File: src/rtl/ddr2_rd_pkg.sv
// Shared constants and helpers for the DDR2 read-data alignment path.
package ddr2_rd_pkg;

  localparam int DEF_NUM_LANES  = 4;
  localparam int DEF_LANE_WIDTH = 8;
  localparam int DATA_WIDTH     = DEF_NUM_LANES * DEF_LANE_WIDTH;

  // Lane FIFO entries are packed {fall, rise}: rise in the low slot.
  localparam int ENTRY_RISE_SLOT = 0;
  localparam int ENTRY_FALL_SLOT = 1;

  function automatic int clog2(input int value);
    int r;
    r = 0;
    for (int i = 0; i < 31; i++) begin
      if ((1 << i) < value) r = i + 1;
    end
    return r;
  endfunction

endpackage

File: src/rtl/ddr2_rd_data_align_lane_fifo.sv
// Per-lane capture FIFO: optional rise-word hold for staggered lanes,
// circular buffer with wrap-bit pointers, sticky overflow.
module ddr2_rd_lane_fifo
  import ddr2_rd_pkg::*;
#(
  parameter int LANE_WIDTH = 8,
  parameter int DEPTH      = 8
) (
  input  logic                    clk,
  input  logic                    reset,
  input  logic                    flush,
  input  logic                    rd_en_rise,
  input  logic                    rd_en_fall,
  input  logic                    first_rising,
  input  logic [LANE_WIDTH-1:0]   data_rise,
  input  logic [LANE_WIDTH-1:0]   data_fall,
  input  logic                    pop,
  output logic [2*LANE_WIDTH-1:0] entry,
  output logic                    empty,
  output logic                    overflow
);

  localparam int AW = clog2(DEPTH);
  localparam int EW = 2 * LANE_WIDTH;

  logic [EW-1:0]         mem [0:DEPTH-1];
  logic [AW:0]           wr_ptr;
  logic [AW:0]           rd_ptr;
  logic [LANE_WIDTH-1:0] held_rise;
  logic                  held_valid;
  logic                  full;
  logic                  wr_req;
  logic                  wr_ok;
  logic                  do_pop;
  logic [EW-1:0]         wr_entry;

  assign empty  = (wr_ptr == rd_ptr);
  assign full   = (wr_ptr[AW-1:0] == rd_ptr[AW-1:0]) && (wr_ptr[AW] != rd_ptr[AW]);
  assign do_pop = pop & ~empty & ~flush;
  // A pop in the same cycle frees the slot, so a write to a full lane is still accepted.
  assign wr_ok  = wr_req & (~full | do_pop) & ~flush;
  assign entry  = mem[rd_ptr[AW-1:0]];

  always_comb begin
    wr_req   = 1'b0;
    wr_entry = '0;
    wr_entry[ENTRY_FALL_SLOT*LANE_WIDTH +: LANE_WIDTH] = data_fall;
    if (first_rising) begin
      wr_req = rd_en_fall & held_valid;
      wr_entry[ENTRY_RISE_SLOT*LANE_WIDTH +: LANE_WIDTH] = held_rise;
    end else begin
      wr_req = rd_en_rise;
      wr_entry[ENTRY_RISE_SLOT*LANE_WIDTH +: LANE_WIDTH] = data_rise;
    end
  end

  always_ff @(posedge clk) begin
    if (wr_ok) mem[wr_ptr[AW-1:0]] <= wr_entry;
  end

  always_ff @(posedge clk or posedge reset) begin
    if (reset) begin
      wr_ptr     <= '0;
      rd_ptr     <= '0;
      held_rise  <= '0;
      held_valid <= 1'b0;
      overflow   <= 1'b0;
    end else begin
      if (wr_req & full & ~do_pop & ~flush) overflow <= 1'b1;
      if (flush) begin
        wr_ptr     <= '0;
        rd_ptr     <= '0;
        held_valid <= 1'b0;
      end else begin
        if (wr_ok)  wr_ptr <= wr_ptr + 1'b1;
        if (do_pop) rd_ptr <= rd_ptr + 1'b1;
        if (first_rising & rd_en_rise) begin
          held_rise  <= data_rise;
          held_valid <= 1'b1;
        end else if (~first_rising | (rd_en_fall & held_valid)) begin
          held_valid <= 1'b0;
        end
      end
    end
  end

endmodule

File: src/rtl/ddr2_rd_data_align.sv
// Read-data deskew: releases one full-width word when every lane FIFO holds data,
// watches for lanes stuck partially filled, and aggregates calibration status.
module ddr2_rd_data_align
  import ddr2_rd_pkg::*;
#(
  parameter int NUM_LANES  = DEF_NUM_LANES,
  parameter int LANE_WIDTH = DEF_LANE_WIDTH,
  parameter int DEPTH      = 8,
  parameter int MAX_SKEW   = 4
) (
  input  logic                            clk,
  input  logic                            reset,
  input  logic                            fifo_flush,
  input  logic [NUM_LANES-1:0]            lane_rd_en_rise,
  input  logic [NUM_LANES-1:0]            lane_rd_en_fall,
  input  logic [NUM_LANES-1:0]            lane_first_rising,
  input  logic [NUM_LANES-1:0]            lane_comp_done,
  input  logic [NUM_LANES-1:0]            lane_comp_error,
  input  logic [NUM_LANES-1:0]            lane_cal_first_loop,
  input  logic [NUM_LANES*LANE_WIDTH-1:0] read_data_rise,
  input  logic [NUM_LANES*LANE_WIDTH-1:0] read_data_fall,
  output logic                            read_data_valid,
  output logic [NUM_LANES*LANE_WIDTH-1:0] read_data_fifo_rise,
  output logic [NUM_LANES*LANE_WIDTH-1:0] read_data_fifo_fall,
  output logic                            comp_done,
  output logic                            comp_error,
  output logic                            cal_first_loop,
  output logic [NUM_LANES-1:0]            fifo_overflow,
  output logic                            skew_error
);

  localparam int DW = NUM_LANES * LANE_WIDTH;
  localparam int EW = 2 * LANE_WIDTH;

  logic [NUM_LANES-1:0] lane_empty;
  logic [EW-1:0]        lane_entry [NUM_LANES];
  logic [DW-1:0]        pop_rise;
  logic [DW-1:0]        pop_fall;
  logic                 pop;
  logic                 partial;
  logic                 skew_flush;
  logic                 flush_all;
  logic [7:0]           skew_cnt;
  logic [NUM_LANES-1:0] first_loop_r;
  logic [NUM_LANES-1:0] first_loop_prev;

  assign flush_all = fifo_flush | skew_flush;
  assign pop       = ~|lane_empty & ~flush_all;
  assign partial   = (|(~lane_empty)) & (|lane_empty);

  for (genvar g = 0; g < NUM_LANES; g++) begin : g_lane
    ddr2_rd_lane_fifo #(
      .LANE_WIDTH(LANE_WIDTH),
      .DEPTH     (DEPTH)
    ) u_fifo (
      .clk         (clk),
      .reset       (reset),
      .flush       (flush_all),
      .rd_en_rise  (lane_rd_en_rise[g]),
      .rd_en_fall  (lane_rd_en_fall[g]),
      .first_rising(lane_first_rising[g]),
      .data_rise   (read_data_rise[g*LANE_WIDTH +: LANE_WIDTH]),
      .data_fall   (read_data_fall[g*LANE_WIDTH +: LANE_WIDTH]),
      .pop         (pop),
      .entry       (lane_entry[g]),
      .empty       (lane_empty[g]),
      .overflow    (fifo_overflow[g])
    );
    assign pop_rise[g*LANE_WIDTH +: LANE_WIDTH] = lane_entry[g][ENTRY_RISE_SLOT*LANE_WIDTH +: LANE_WIDTH];
    assign pop_fall[g*LANE_WIDTH +: LANE_WIDTH] = lane_entry[g][ENTRY_FALL_SLOT*LANE_WIDTH +: LANE_WIDTH];
  end

  // Output handshake: read_data_valid is a one-cycle strobe per aligned word with
  // no backpressure; data outputs only change on a strobe and hold otherwise.
  always_ff @(posedge clk or posedge reset) begin
    if (reset) begin
      read_data_valid     <= 1'b0;
      read_data_fifo_rise <= '0;
      read_data_fifo_fall <= '0;
    end else begin
      read_data_valid <= pop;
      if (pop) begin
        read_data_fifo_rise <= pop_rise;
        read_data_fifo_fall <= pop_fall;
      end
    end
  end

  // Reaching MAX_SKEW partial cycles flags the error and flushes on the following cycle.
  always_ff @(posedge clk or posedge reset) begin
    if (reset) begin
      skew_cnt   <= '0;
      skew_flush <= 1'b0;
      skew_error <= 1'b0;
    end else begin
      skew_flush <= 1'b0;
      if (flush_all || !partial) begin
        skew_cnt <= '0;
      end else if (skew_cnt == 8'(MAX_SKEW - 1)) begin
        skew_cnt   <= '0;
        skew_error <= 1'b1;
        skew_flush <= 1'b1;
      end else begin
        skew_cnt <= skew_cnt + 8'd1;
      end
    end
  end

  always_ff @(posedge clk or posedge reset) begin
    if (reset) begin
      comp_done       <= 1'b0;
      comp_error      <= 1'b0;
      first_loop_r    <= '1;
      first_loop_prev <= '1;
      cal_first_loop  <= 1'b1;
    end else begin
      comp_done       <= &lane_comp_done;
      comp_error      <= comp_error | (|lane_comp_error);
      first_loop_r    <= lane_cal_first_loop;
      first_loop_prev <= first_loop_r;
      cal_first_loop  <= !((first_loop_r != first_loop_prev) && !(&first_loop_r));
    end
  end

endmodule
File: config.mk
export PLATFORM = sky130hd
export DESIGN_NAME = ddr2_rd_data_align
export DESIGN_NICKNAME = d
export VERILOG_FILES = /design/src/rtl/ddr2_rd_pkg.sv /design/src/rtl/ddr2_rd_data_align_lane_fifo.sv /design/src/rtl/ddr2_rd_data_align.sv
export SDC_FILE = /design/constraint.sdc
export NUM_CORES = 1
export LEC_CHECK = 0
export ABC_AREA = 1
export CORE_MARGIN = 2
export CORE_UTILIZATION = 59
export DETAILED_ROUTE_END_ITERATION = 8
export GPL_ROUTABILITY_DRIVEN = 0
export GPL_TIMING_DRIVEN = 0
export PLACE_DENSITY = 0.79
export SLEW_MARGIN = 5
export SYNTH_ARGS = -nofsm -noshare
export SYNTH_HDL_FRONTEND = slang
export SYNTH_HIERARCHICAL = 1
export SYNTH_SLANG_ARGS = --single-unit
File: constraint.sdc
create_clock -name clk -period 4.76 [get_ports clk]
set_clock_uncertainty 0.15 [all_clocks]
set_input_delay 0.476 -clock clk [delete_from_list [all_inputs] [get_ports clk]]
set_output_delay 0.476 -clock clk [all_outputs]
set_load 0.005 [all_outputs]
# Yosys cells after proc, flatten, opt, wreduce, memory -nomap -nowiden
# Memory sizes are Yosys's and may differ from the RTL's. A register that Yosys moved wholly into a read port is not among the register bits.
# Index checks and enable logic that the tools add are counted.
# Widths: inputs -> output; s select.
# word_totals
regBits,94
ram_bits,512
inputBits,91
output_inout_bits,73
memories,4
# memory_table
memory,words,width,rd,rd_clocked_by_memory_dff,wr,line_no,text
g_lane[0].u_fifo.mem,8,16,1,1,1,ddr2_rd_data_align_lane_fifo.sv:26,logic [EW-1:0] mem [0:DEPTH-1];
g_lane[1].u_fifo.mem,8,16,1,1,1,ddr2_rd_data_align_lane_fifo.sv:26,
g_lane[2].u_fifo.mem,8,16,1,1,1,ddr2_rd_data_align_lane_fifo.sv:26,
g_lane[3].u_fifo.mem,8,16,1,1,1,ddr2_rd_data_align_lane_fifo.sv:26,
# classes
addsub,9
eq_ne,14
mux,48
bitwise,67
n_reduce_logical,32
# ops
op,count
$mux 4,16
$mux 8,6
$and 1x1->1,38
$add 4x1->4 const B,8
$mux 1,26
$not 1->1,18
$eq 4x4->1,4
$reduce_bool 2->1,8
$eq 3x3->1,4
$reduce_bool 3->1,4
$reduce_or 4->1,3
$or 1x1->1,10
$reduce_and 2->1,5
$add 8x1->8 const B,1
$eq 8x2->1 const B,1
$reduce_and 4->1,2
$logic_and 1x1->1,5
$logic_not 1->1,4
$ne 1x1->1,4
$ne 4x4->1,1
$not 4->4,1
$logic_or 1x1->1,1

# Longest topological paths before layout
# Gate-level depths: netlist of the first run.
# depth
depth_word,11
depth_mapped,15
mapped_depth_nobuf,14

# Modules after synthesis
# Netlist of the first run, hierarchy kept.
# by_module_without_submodules
module,instances,cells_per_inst,area_each_um2
ddr2_rd_lane_fifo at g_lane[2].u_fifo ...,2,502,5949.5
ddr2_rd_lane_fifo at g_lane[1].u_fifo,1,501,5984.5
ddr2_rd_lane_fifo at g_lane[0].u_fifo,1,500,5968.2
ddr2_rd_data_align,1,376,3408.3

# Least setup slack after synthesis of the first run
# No wires, ideal clock.
# synth_path
kind,reg-to-reg
from,register g_lane[3].u_fifo.rd_ptr[0]
to,"memory g_lane[1].u_fifo/mem[3][0] in the netlist's numbering, enable pin"
t_arrival_ns,3.154
slack_ns,1.046
stages_incl_launch_ff,15
path_cell_list,dfrtp_1 > buf_2 > nand2_1 > nand2_1 > nor2_4 > nand3_1 > inv_1 > nor2_1 > nand3_1 > inv_2 > buf_2 > inv_1 > o2111ai_4 > nand2_1 > nor3_1
# synth_via
elab_chain_cells,11
# synth_rtl
item,line_no,text
"start, declared",ddr2_rd_data_align_lane_fifo.sv:28,logic [AW:0] rd_ptr;
"start signal, assigned",ddr2_rd_data_align_lane_fifo.sv:76,if (do_pop) rd_ptr <= rd_ptr + 1'b1;
$eq 4x4->1,ddr2_rd_data_align_lane_fifo.sv:37,assign empty = (wr_ptr == rd_ptr);
via lane_empty[3],ddr2_rd_data_align.sv:35,logic [NUM_LANES-1:0] lane_empty;
$reduce_or 4->1,ddr2_rd_data_align.sv:48,assign pop = ~|lane_empty & ~flush_all;
$logic_not 1->1,ddr2_rd_data_align.sv:48,
$and 1x1->1,ddr2_rd_data_align.sv:48,
via pop,ddr2_rd_data_align.sv:39,logic pop;
$and 1x1->1 (2 in series),ddr2_rd_data_align_lane_fifo.sv:39,assign do_pop = pop & ~empty & ~flush;
$or 1x1->1,ddr2_rd_data_align_lane_fifo.sv:41,assign wr_ok = wr_req & (~full | do_pop) & ~flush;
$and 1x1->1 (2 in series),ddr2_rd_data_align_lane_fifo.sv:41,
$mux 1,ddr2_rd_data_align_lane_fifo.sv:58,if (wr_ok) mem[wr_ptr[AW-1:0]] <= wr_entry;
$mux 1 (implied by the code),ddr2_rd_data_align_lane_fifo.sv:58,
"end, declared",ddr2_rd_data_align_lane_fifo.sv:26,
# The timed path passes the listed nets, and every way through them passes these cells.

# Worst setup path after layout of the first run
# layout_path
from,register g_lane[2].u_fifo.rd_ptr[0]
to,"memory g_lane[1].u_fifo/mem[3][8] in the netlist's numbering, enable pin"
# layout_via
elab_chain_cells,11
# layout_rtl
item,line_no
"start, declared",ddr2_rd_data_align_lane_fifo.sv:28
"start signal, assigned",ddr2_rd_data_align_lane_fifo.sv:76
$eq 4x4->1,ddr2_rd_data_align_lane_fifo.sv:37
via lane_empty[2],ddr2_rd_data_align.sv:35
$reduce_or 4->1,ddr2_rd_data_align.sv:48
$logic_not 1->1,ddr2_rd_data_align.sv:48
$and 1x1->1,ddr2_rd_data_align.sv:48
via pop,ddr2_rd_data_align.sv:39
$and 1x1->1 (2 in series),ddr2_rd_data_align_lane_fifo.sv:39
$or 1x1->1,ddr2_rd_data_align_lane_fifo.sv:41
$and 1x1->1 (2 in series),ddr2_rd_data_align_lane_fifo.sv:41
$mux 1,ddr2_rd_data_align_lane_fifo.sv:58
$mux 1 (implied by the code),ddr2_rd_data_align_lane_fifo.sv:58
# The timed path passes the listed nets, and every way through them passes these cells.

==> run summary, run 1 <==
Die Ht: 219.0 um
Worst-path clk slew: 0.06 ns
Synth async-reset ratio: 23.58%
count leader, synth: nand2_1
CTS tree: built
Max Slew Vio Count: 0
initial core utilization: 59.94%
Hold Buf Count CTS: 0
number of antenna violations at the first check in global routing: 2
Final Critical Period: 4.234 ns
row cnt: 78
Placed Cells: 3179
First-pass DRT Iterations: 6
Worst Hold Path EP: g_lane[0].u_fifo/held_valid
# Post-CTS Setup Buffers: 0
Seq/Total Area, Yosys: 70.95%
Die ar.: 47940 sq um
count of final setup violators: 0
Max Cap Viol: 0
clk sinks: 670
YS warnings: 6
DRT Wirelength: 68700 um
Combinational Power Share: 9.7%
DR vias: 19560
Core ar.: 45480 sq um
largest net degree at the start of global routing: 51
crit share post-route: 88.95%
post-detailed-route count of antenna-violating nets: 0
Worst Max-Slew Pin Slew: 1.149 ns
Reg-to-Reg Start: g_lane[2].u_fifo/rd_ptr[0]
vias in the first global route: 19700
Root Buffer: clkbuf_16
reg-to-reg setup timing slack: 0.53 ns
io pins: 164
status: finished, final reports clean
Reg power frac: 51.1%
syn nets: 2482
Clock power frac: 39.2%
grt total ovfl: 0
Sw Pwr: 3.037 mW
Syn-to-layout area delta: 19.05%
Relative slew margins: 22.62%
DR vias/cell: 5.917
largest area contributor in the netlist: edfxtp_1
Largest stage delay, worst path: 0.66 ns
number of port buffers: 162
Finished Cell Area: 32450 sq um
sw frac: 22.43%
number of buffers created by CTS: 67
slowest stage cell, crit path: nor3_2
CP max FO: 18
post-synth top area share: 56.40%
final hold violations: 0
first-pass GRT wire length: 106700 um
gr usage total: 29.16%
Nets: 2749
Critical Path AT: 4.37 ns
Overall Power: 13.54 mW
Clk Latency, worst-skew pair: 0.60 ns
per-cell routed wire length: 20.79 um
Mapped Avg Cell Area: 11.45 sq um
Worst setup EP type: flip-flop
capturing point of the worst reg2reg path: g_lane[1].u_fifo/mem[3][8]
ys flop type: edfxtp_1
Die W: 219.0 um
CP Class: reg2reg
Startpoint Class: flip-flop
Post-DP Area: 30210 sq um
dpl hpwl: 45870 um
P per Cell Area: 417.2 nW/um^2
worst vdd ir: 0.0002623 V
Internal: 10.50 mW
top cells by count, synth: nand2_1, edfxtp_1, o21ai_0, nor2_1, dfrtp_1
drc violations: 0
critical path's most frequent cell: nand2_1
RSZ-0062 raised after global routing: no
CTS resizes: 0
crit-path cells: buf_2 -> nand2_1 -> nand2_1 -> nor2_4 -> nand3_1 -> inv_1 -> nor2_1 -> nand3_1 -> inv_2 -> buf_2 -> inv_1 -> o2111ai_4 -> nand2_1 -> nor3_2 -> buf_4
Register-to-Register Path Depth: 15
Setup TNS: 0 ns
f_max: 236.2 MHz
static leakage: 12.56 nW
Longest Clk Path Bufs: 3
Util after Layout: 71.36%
fill count: 3080
WP data required: 4.89 ns
Worst Hold Class: in2reg
H-Tree Depth: 3
hold path start: lane_first_rising[0]
Post-synth EDFFs: 512
area of the mapped netlist: 27260 sq um
gate count after technology mapping: 2381
final std cells w/o fill: 3305
DRT iter0 DRCs: 2335
WHS Path Cells: 3
top cells by area, synth: edfxtp_1, dfrtp_1, nand2_1, o21ai_0, nor2_1
Unique masters post-synth: 31
#FFs+latches synth: 670
share of layout cells above drive strength 1: 10.25%
sequential cells by signal, indices dropped and copies added (netlist names), 4 cells and up:
register                  count
g_lane.u_fifo/held_rise      32
g_lane.u_fifo/mem           512
g_lane.u_fifo/overflow        4
read_data_fifo_fall          32
first_loop_r                  4
read_data_fifo_rise          32
skew_cnt                      8
g_lane.u_fifo/rd_ptr         16
g_lane.u_fifo/wr_ptr         16
g_lane.u_fifo/held_valid      4
first_loop_prev               4
kinds of logic after synthesis:
group | count (synthesis) | synth area share (%)
AO/OA/AOI/OAI | 478 | 9.731
XOR/XNOR | 31 | 0.9960
adder cells (fa/ha/maj) | 10 | 0.4590
buffers and inverters | 213 | 3.534
flip-flops | 670 | 70.95
AND/OR/NAND/NOR | 979 | 14.33
worst max-delay path: cells and delay by family, from the launching register on:
| family | cells | cell delay (ns) |
|---|---|---|
| and+or+nand+nor | 8 | 1.52 |
| buffers and inverters | 6 | 1.44 |
| DFF | 1 | 0.44 |
| AOI/OAI and AO/OA | 1 | 0.35 |
power groups by stage:
stage	Combinational [mW]	Sequential, mW	Clock, mW
after global placement	1.22	7.02	0
after CTS	1.31	6.92	5.37
after detailed placement	1.30	7.03	0
after floorplan	0.511	7.01	0
final	1.31	6.92	5.31
after global routing	1.44	6.95	5.62
how the worst max path moves through the flow:
| stage | to | cells past startpoint | startpoint | slack, ns |
|---|---|---|---|---|
| after global placement | g_lane[1].u_fifo/mem[3][13] | 14 | g_lane[2].u_fifo/rd_ptr[0] | -0.55 |
| after detailed placement | g_lane[2].u_fifo/mem[7][13] | 15 | g_lane[2].u_fifo/rd_ptr[0] | 0.59 |
| final | g_lane[1].u_fifo/mem[3][8] | 15 | g_lane[2].u_fifo/rd_ptr[0] | 0.53 |
| after CTS | g_lane[1].u_fifo/mem[3][8] | 15 | g_lane[2].u_fifo/rd_ptr[0] | 0.57 |
| after global routing | g_lane[1].u_fifo/mem[5][2] | 15 | g_lane[2].u_fifo/rd_ptr[0] | 0.25 |
| after floorplan | g_lane[1].u_fifo/mem[3][0] | 14 | g_lane[3].u_fifo/rd_ptr[0] | 1.05 |
area by class of cell:
class | instances | area (sq um) | share of cell area, %
clock inverter | 24 | 280.3 | 0.8636
multi-input combinational | 1498 | 7072 | 21.79
inverter | 91 | 344.1 | 1.060
buffer | 122 | 621.8 | 1.916
tap | 600 | 750.7 | 2.313
sequential | 670 | 19340 | 59.59
clock buffer | 100 | 1963 | 6.049
timing repair buffer | 198 | 2077 | 6.400
antenna | 2 | 5.005 | 0.01542
cells in the final DEF, fill, tap and decap left out, types with 69 or more instances in the layout:
cell,netlist,layout
inv_1,78,77
clkdlybuf4s50_1,0,162
nor2_1,312,294
o21ai_0,326,326
clkbuf_1,72,91
nand2_1,562,562
o22ai_1,128,128
dfrtp_1,149,149
edfxtp_1,512,512
clkbuf_16,0,69
per-stage QoR:
| step | worst slack (ns) | hold slack (ns) |
|---|---|---|
| floorplan | 1.047 | 0.2163 |
| global placement | -0.5487 | 0.2226 |
| detailed placement | 0.5880 | 0.2240 |
| CTS | 0.5681 | 0.07989 |
| global route | 0.2454 | 0.1402 |
| finish | 0.5259 | 0.09641 |
layer usage:
metal | share of wire (%) | global-route usage (%) | wire length, um | vias to the layer above
met5 | 0.015 | 0 | 10 | -
met4 | 3.2 | 11.91 | 2176 | 2
li1 | - | - | - | 8808
met3 | 9.1 | 4.699 | 6226 | 165
met2 | 50 | 49.21 | 34390 | 1102
met1 | 38 | 38.00 | 25900 | 9478
(Power assumes the default switching activity.)
==> run 2, diff against run 1 <==
Settings changed: TNS_END_PERCENT from default to 50.
==> results of run 2 <==
Same layout as run 1: the final DEF is identical, and so are final timing and power.
